### config.mk
export PLATFORM = sky130hd
export DESIGN_NAME = sdram_port_arbiter
export DESIGN_NICKNAME = d
export VERILOG_FILES = /design/src/rtl/sdram_port_arbiter.sv
export SDC_FILE = /design/constraint.sdc
export NUM_CORES = 1
export LEC_CHECK = 0
export CAP_MARGIN = 20
export CORE_MARGIN = 10
export CORE_UTILIZATION = 35
export DETAILED_ROUTE_END_ITERATION = 7
export PLACE_DENSITY = 0.67
export SYNTH_ARGS = -nofsm -noshare
export SYNTH_HDL_FRONTEND = slang
export SYNTH_SLANG_ARGS = --single-unit
### constraint.sdc
create_clock -name bus_clk -period 5.38 [get_ports bus_clk]
set_input_delay 0.538 -clock bus_clk [delete_from_list [all_inputs] [get_ports bus_clk]]
set_output_delay 0.538 -clock bus_clk [all_outputs]
set_load 0.005 [all_outputs]
### src/rtl/sdram_port_arbiter.sv
// ---------------------------------------------------------------------------
// sdram_port_arbiter
//
// Shares the byte-wide SDRAM port between the HC800 CPU RAM bus and the
// program uploader. CPU cycles always own the port and keep their one-cycle
// read latency. Upload bytes are queued in a small FIFO and written into
// cycles the CPU leaves idle. A session FSM holds the CPU off the bus from
// the start of an upload until every queued byte has been committed.
//
// Ports
//   bus_clk, bus_reset_n   clock, asynchronous active-low reset
//   cpu_enable/write/      CPU access request, direction, address, write data
//   cpu_address/wdata
//   cpu_rdata              registered read data (0 after a non-read cycle)
//   cpu_hold               CPU hold request while a session is loading/draining
//   up_active/strobe/      uploader session level, byte strobe, offset, data
//   up_addr/data
//   up_overflow            sticky: a byte was dropped in this session
//   up_done                one-cycle pulse once the session has drained
//   up_count               bytes committed in this session
//   mem_enable/write/      combinational SDRAM request
//   mem_address/wdata
//   mem_rdata              SDRAM read data for this cycle's access
// ---------------------------------------------------------------------------
module sdram_port_arbiter #(
    parameter int          UP_AW       = 12,
    parameter logic [20:0] UPLOAD_BASE = 21'h000000,
    parameter int          FIFO_DEPTH  = 4
) (
    input  logic             bus_clk,
    input  logic             bus_reset_n,
    input  logic             cpu_enable,
    input  logic             cpu_write,
    input  logic [20:0]      cpu_address,
    input  logic [7:0]       cpu_wdata,
    output logic [7:0]       cpu_rdata,
    output logic             cpu_hold,
    input  logic             up_active,
    input  logic             up_strobe,
    input  logic [UP_AW-1:0] up_addr,
    input  logic [7:0]       up_data,
    output logic             up_overflow,
    output logic             up_done,
    output logic [20:0]      up_count,
    output logic             mem_enable,
    output logic             mem_write,
    output logic [20:0]      mem_address,
    output logic [7:0]       mem_wdata,
    input  logic [7:0]       mem_rdata
);

    localparam int PW = $clog2(FIFO_DEPTH);
    localparam int CW = PW + 1;

    typedef enum logic [1:0] {
        S_IDLE,
        S_LOAD,
        S_DRAIN,
        S_DONE
    } state_t;

    state_t state, state_next;

    logic [UP_AW-1:0] fifo_addr [FIFO_DEPTH];
    logic [7:0]       fifo_data [FIFO_DEPTH];
    logic [PW-1:0]    wr_ptr, rd_ptr;
    logic [CW-1:0]    count;

    logic fifo_empty, fifo_full, accepting, pop, push, drop, session_start;

    assign fifo_empty    = (count == '0);
    assign fifo_full     = (count == CW'(FIFO_DEPTH));
    assign accepting     = (state == S_LOAD) || (state == S_DRAIN);
    // The FIFO head goes out in any cycle the CPU leaves the port free.
    assign pop           = !cpu_enable && !fifo_empty;
    // A full FIFO still takes a byte when the head leaves in the same cycle.
    assign push          = up_strobe && accepting && (!fifo_full || pop);
    assign drop          = up_strobe && accepting && fifo_full && !pop;
    assign session_start = (state == S_IDLE) && up_active;

    assign cpu_hold = accepting;
    assign up_done  = (state == S_DONE);

    // Port mux: CPU first, then the FIFO head, otherwise a quiet bus.
    always_comb begin
        // NOTE: every combinational output gets a default first so no path
        // leaves it unassigned and no latch is inferred.
        mem_enable  = 1'b0;
        mem_write   = 1'b0;
        mem_address = '0;
        mem_wdata   = '0;
        if (cpu_enable) begin
            mem_enable  = 1'b1;
            mem_write   = cpu_write;
            mem_address = cpu_address;
            mem_wdata   = cpu_wdata;
        end else if (pop) begin
            mem_enable  = 1'b1;
            mem_write   = 1'b1;
            mem_address = UPLOAD_BASE + 21'(fifo_addr[rd_ptr]);
            mem_wdata   = fifo_data[rd_ptr];
        end
    end

    always_comb begin
        state_next = state;
        case (state)
            S_IDLE:  if (up_active) state_next = S_LOAD;
            S_LOAD:  if (!up_active) state_next = S_DRAIN;
            S_DRAIN: begin
                if (up_active)                state_next = S_LOAD;
                else if (fifo_empty && !push) state_next = S_DONE;
            end
            S_DONE:  state_next = S_IDLE;
            default: state_next = S_IDLE;
        endcase
    end

    always_ff @(posedge bus_clk or negedge bus_reset_n) begin
        if (!bus_reset_n) begin
            // NOTE: sequential state uses non-blocking assignments so every
            // register samples pre-edge values regardless of statement order.
            state       <= S_IDLE;
            wr_ptr      <= '0;
            rd_ptr      <= '0;
            count       <= '0;
            up_count    <= '0;
            up_overflow <= 1'b0;
            cpu_rdata   <= '0;
        end else begin
            state     <= state_next;
            cpu_rdata <= (cpu_enable && !cpu_write) ? mem_rdata : 8'h00;

            if (push) wr_ptr <= wr_ptr + PW'(1);
            if (pop)  rd_ptr <= rd_ptr + PW'(1);
            case ({push, pop})
                2'b10:   count <= count + CW'(1);
                2'b01:   count <= count - CW'(1);
                default: count <= count;
            endcase

            if (session_start) up_count <= '0;
            else if (pop)      up_count <= up_count + 21'd1;

            if (session_start) up_overflow <= 1'b0;
            else if (drop)     up_overflow <= 1'b1;
        end
    end

    // NOTE: the FIFO storage has no reset; emptiness is tracked by the reset
    // pointers and count, so stale entries are never read.
    always_ff @(posedge bus_clk) begin
        if (push) begin
            fifo_addr[wr_ptr] <= up_addr;
            fifo_data[wr_ptr] <= up_data;
        end
    end

endmodule

# Word-level counts from Yosys, hierarchy flattened
# Memories as Yosys holds them, arrays and structs flattened.
# Index checks and enable logic that the tools add are counted.
# totals
reg_bits	39
ramBits	80
inputBits	63
out_inout_bits	63
elab_cells	65
memories	2
# memory_table
memory	words	width	read_ports	rd_ports_with_merged_regs	write_ports	line	rtl
fifo_addr	4	12	1	0	1	64	logic [UP_AW-1:0] fifo_addr [FIFO_DEPTH];
fifo_data	4	8	1	0	1	65	logic [7:0] fifo_data [FIFO_DEPTH];
# classes
addsub	5
n_eq_ne	9
n_mux	20
reduce_logical	22
# op_table
cell	count
2-to-1 mux 21 bit	3
2-to-1 mux 8 bit	3
adder 21 x 1 -> 21 bit (second input constant)	1
2-to-1 mux 12 bit	1
logical AND 1 bit	8
2-to-1 mux 2 bit	4
case mux 2 bit (4 select lines)	1
2-to-1 mux 1 bit	7
equality test 2 bit (second input constant)	3
logical NOT 1 bit	6
case mux 3 bit (2 select lines)	1
nonzero test 2 bit	3
adder 2 x 1 -> 2 bit (second input constant)	2
equality test 2 x 1 -> 1 bit (second input constant)	2
!= test 2 bit (second input constant)	2
adder 3 x 1 -> 3 bit (second input constant)	1
equality test 3 bit (second input constant)	1
logical NOT 3 bit	1
!= test 3 x 2 -> 1 bit (second input constant)	1
AND reduction 3 bit	1
subtractor 3 x 1 -> 3 bit (second input constant)	1
logical NOT 2 bit	1
logical OR 1 bit	2

# Logic depth before layout (Yosys ltp)
# depth
ltp_word	10
ltp_mapped	8
mapped_depth_nobuf	8

# Worst setup path before layout
# Ideal clock, no wire load.
# synth_timing
path_type	input -> register
start	input cpu_enable
end	register count[2]
setup_time_ns	0.079
arrival_time_ns	2.323
required_ns	5.301
path_slack_ns	2.978
stages	7
path_buffers	2
cell_sequence	clkbuf_1 -> nor2_1 -> clkbuf_1 -> nand2_1 -> fa_1 -> o31ai_1 -> xor2_1
# synth_via
elab_chain_len	6
word_cells_on_any_way	8
cone_classes	eq/ne: 2; mux: 1; reduce/logical: 5
# synth_lines
element	line	rtl
start: declaration	32	input logic cpu_enable,
logical NOT 1 bit (*)	75	assign pop = !cpu_enable && !fifo_empty;
logical AND 1 bit (*)	75	
logical OR 1 bit	77	assign push = up_strobe && accepting && (!fifo_full || pop);
logical AND 1 bit	77	
equality test 2 x 1 -> 1 bit or equality test 2 bit (tied branches)	136	case ({push, pop})
case mux 3 bit (2 select lines) or nonzero test 2 bit (tied branches)	-	
end signal: assignment	137	2'b10: count <= count + CW'(1);
end signal: assignment	138	2'b01: count <= count - CW'(1);
end signal: assignment	139	default: count <= count;
end: declaration	67	logic [CW-1:0] count;
# Every way passes the cells marked *; elsewhere a longest branch is shown, timed or not.
# A chain may end at the register's enable or synchronous reset.

# Worst setup path after layout
# layout_timing
start	register rd_ptr[1]
end	output mem_address[11]
# layout_via
elab_chain_len	3
# layout_lines
element	line	rtl
start: declaration	66	logic [PW-1:0] wr_ptr, rd_ptr;
start signal: assignment	135	if (pop) rd_ptr <= rd_ptr + PW'(1);
memory (4 x 12 bit)	-	
2-to-1 mux 12 bit	97	end else if (pop) begin
2-to-1 mux 21 bit	92	if (cpu_enable) begin
end: declaration	47	output logic [20:0] mem_address,
# Every way passes these cells.

==> flow_metrics.tcl <==
set metrics [dict create \
    die_h_um 141 \
    ys_warn_count 0 \
    period_needed_ns 3.07 \
    status "finished clean" \
    yosys.area_share.adder_pct 2.60 \
    port_buffers 125 \
    rsz0062_at_grt "false" \
    post-route-drc-count 0 \
    netlist_top_cells_area "edfxtp_1 (47%), dfrtp_1 (19%), mux4_2 (8.8%)" \
    floorplan.initialDensity_pct 35.4 \
    slowest_delay_ns 0.99 \
    peakVddDrop_mv 0.303 \
    htreeDepth 4 \
    post_cts_resized 0 \
    grtUsageTotal_pct 12.3 \
    cts_inserted_buffers 17 \
    synth_top_family_by_area "simple AND/OR/NAND/NOR gates" \
    num_antenna_cells 0 \
    yosysUniqueCellTypes 42 \
    worst_path_max_delay_cell "dfrtp_1" \
    yosysTopAreaCell "edfxtp_1" \
    p_switching_mw 0.940 \
    netlist_area_um2 5100 \
    grt_pass1_vias 3541 \
    seq_area_frac_synth_pct 66.2 \
    layout.cells.non_filler 664 \
    placedCellCount 631 \
    wl_um 12100 \
    final_cell_mix "clkdlybuf4s50_1 (124), edfxtp_1 (80), dfrtp_1 (39)" \
    wire_per_inst_um 18.2 \
    clkPwrFrac_pct 33.3 \
    combPwrFrac_pct 27.7 \
    ys_async_sr_fraction_pct 32.8 \
    die_w_um 141 \
    setup_viol 0 \
    cp-end-kind "primary output" \
    crit_path_cell_trace "mux4_2 > a22o_1 > clkdlybuf4s50_1" \
    cap_violations 0 \
    grt_start_max_net_pins 41 \
    syn_inst 333 \
    cts_tree "done" \
    grt.overflow.total 0 \
    max_clock_freq_ghz 0.326 \
    synth-simple-area-share_pct 10.2 \
    setup_tns_ns 0 \
    drt_iter0_drc 230 \
    mostFrequentLayoutCell "clkdlybuf4s50_1" \
    powerDensity_nw_per_um2 450 \
    syn_avg_cell_area_um2 15.3 \
    drive_gt1_share_pct 12.9 \
    syn2layout_area_growth_pct 39.7 \
    syn_nets 406 \
    p_int_mw 2.27 \
    cts_root_buf "clkbuf_16" \
    vias 3337 \
    worstPathArrival_ns 2.53 \
    swShare_pct 29.3 \
    slew_viol_final 0 \
    synth_xor_area_share_pct 2.23 \
    cts-hold-fix-buffers 0 \
    die_area_um2 19800 \
    fin_skew_ns 0.00697 \
    nets 540 \
    crit_type "reg -> out" \
    postRouteAntennaNets 0 \
    hold_violations 0 \
    power_frac_seq_pct 39.0 \
    synth_top_cell_area_share_pct 47.1 \
    slew_headroom_pct 30.8 \
    worstPathRequired_ns 4.84 \
    io_pins 126 \
    viasPerCell 5.03 \
    ys_ff_latch 119 \
    clk_pin_slew_ns 0.06 \
    clk_latency_ns 0.42 \
    synth_mux_area_share_pct 9.44 \
    dp_hpwl_um 8320 \
    min_path_type "in -> async" \
    synth_edf_count 80 \
    gp_congestion 0.736 \
    synth_compound_area_share_pct 7.31 \
    r2r_slack_ns 2.59 \
    crit_path_max_fanout 21 \
    start_kind "flip-flop" \
    worst_pin_slew_ns 1.04 \
    fin_crit_sh_pct 57.1 \
    cts.sinks 119 \
    cts_buffer_depth 2 \
    core_area_um2 14400 \
    cts_setup_buffers 0 \
    drt_pre_antenna_iters 4 \
    antenna_found_initial 0 \
    grt_pass1_wl_um 19100 \
    rows 44 \
    synth_flop_cell "edfxtp_1" \
    power_leakage_nw 2.59 \
]
cell usage after synthesis (8+ instances only):
| cell | instances |
|---|---|
| edfxtp_1 | 80 |
| dfrtp_1 | 39 |
| nor2_1 | 13 |
| a21oi_1 | 13 |
| mux4_2 | 20 |
| xnor2_1 | 8 |
| a22o_1 | 21 |
| clkbuf_1 | 11 |
| or4_1 | 8 |
| and2_1 | 22 |
| ha_1 | 9 |
| inv_1 | 11 |
| nand2_1 | 15 |
power groups by stage:
stage / sequential (mW) / combinational (mW) / clock, mW
6_report: 1.25 / 0.888 / 1.07
5_1_grt: 1.27 / 0.979 / 1.14
4_1_cts: 1.26 / 0.907 / 1.09
3_5_place_dp: 1.27 / 0.899 / 0
3_3_place_gp: 1.26 / 0.876 / 0
2_1_floorplan: 1.22 / 0.551 / 0
metal layers:
layer | part of all wire [%] | vias to the layer above | track usage (%)
met2 | 48 | 122 | 19.4
met4 | 1.1 | 0 | 4.40
met3 | 9.4 | 13 | 5.78
met5 | 0 | - | 0
met1 | 41 | 1645 | 14.5
li1 | - | 1557 | -
metrics by stage:
| stage | setup slack, ns | utilization (%) | area (µm²) | hold slack, ns | total power, mW |
|---|---|---|---|---|---|
| after floorplan | 2.98 | - | 5100 | 0.242 | 1.77 |
| after global placement | 2.33 | 45.4 | 6540 | 0.512 | 2.14 |
| after detailed placement | 2.24 | 45.4 | 6540 | 0.524 | 2.17 |
| after CTS | 2.26 | 49.3 | 7110 | 0.272 | 3.25 |
| after global routing | 2.16 | 49.4 | 7130 | 0.305 | 3.39 |
| final | 2.31 | 49.4 | 7130 | 0.245 | 3.21 |
final timing paths:
kind / from / to / cells past startpoint
setup reg to reg: state[1] / fifo_addr[3][5] / 5
setup / recovery: rd_ptr[1] / mem_address[11] / 3
min in group bus_clk: up_overflow / up_overflow / 2
max in group asynchronous: bus_reset_n / up_overflow / 1
hold reg to reg: up_overflow / up_overflow / 2
hold / removal: bus_reset_n / up_count[15] / 1
cell type report:
cell class                      count  area [µm²]
Clock buffer                       17         425
Inverter                           11        41.3
Timing Repair Buffer              129        1280
Sequential cell                   119        3380
Fill cell                        1254        7300
Multi-Input combinational cell    189        1620
Tap cell                          184         230
Clock inverter                     15         143
critical path, delay by kind of cell (launching register included):
family | cells | cell delay (ns)
flops | 1 | 0.99
compound gates | 1 | 0.21
buf+inv | 1 | 0.46
mux | 1 | 0.44
cell families after synthesis:
kind of cell    Yosys count
xor+xnor                 13
compound gates           53
mux                      23
fa+ha+maj                10
buf+inv                  25
simple gates             90
flops                   119
state kept, by name, summed over array words and instances (netlist names):
signal / flops
up_count: 21
rd_ptr: 2
cpu_rdata: 8
state: 2
up_overflow: 1
count: 3
wr_ptr: 2
fifo_addr: 48
fifo_data: 32
Power figures use the tool's default switching activity.
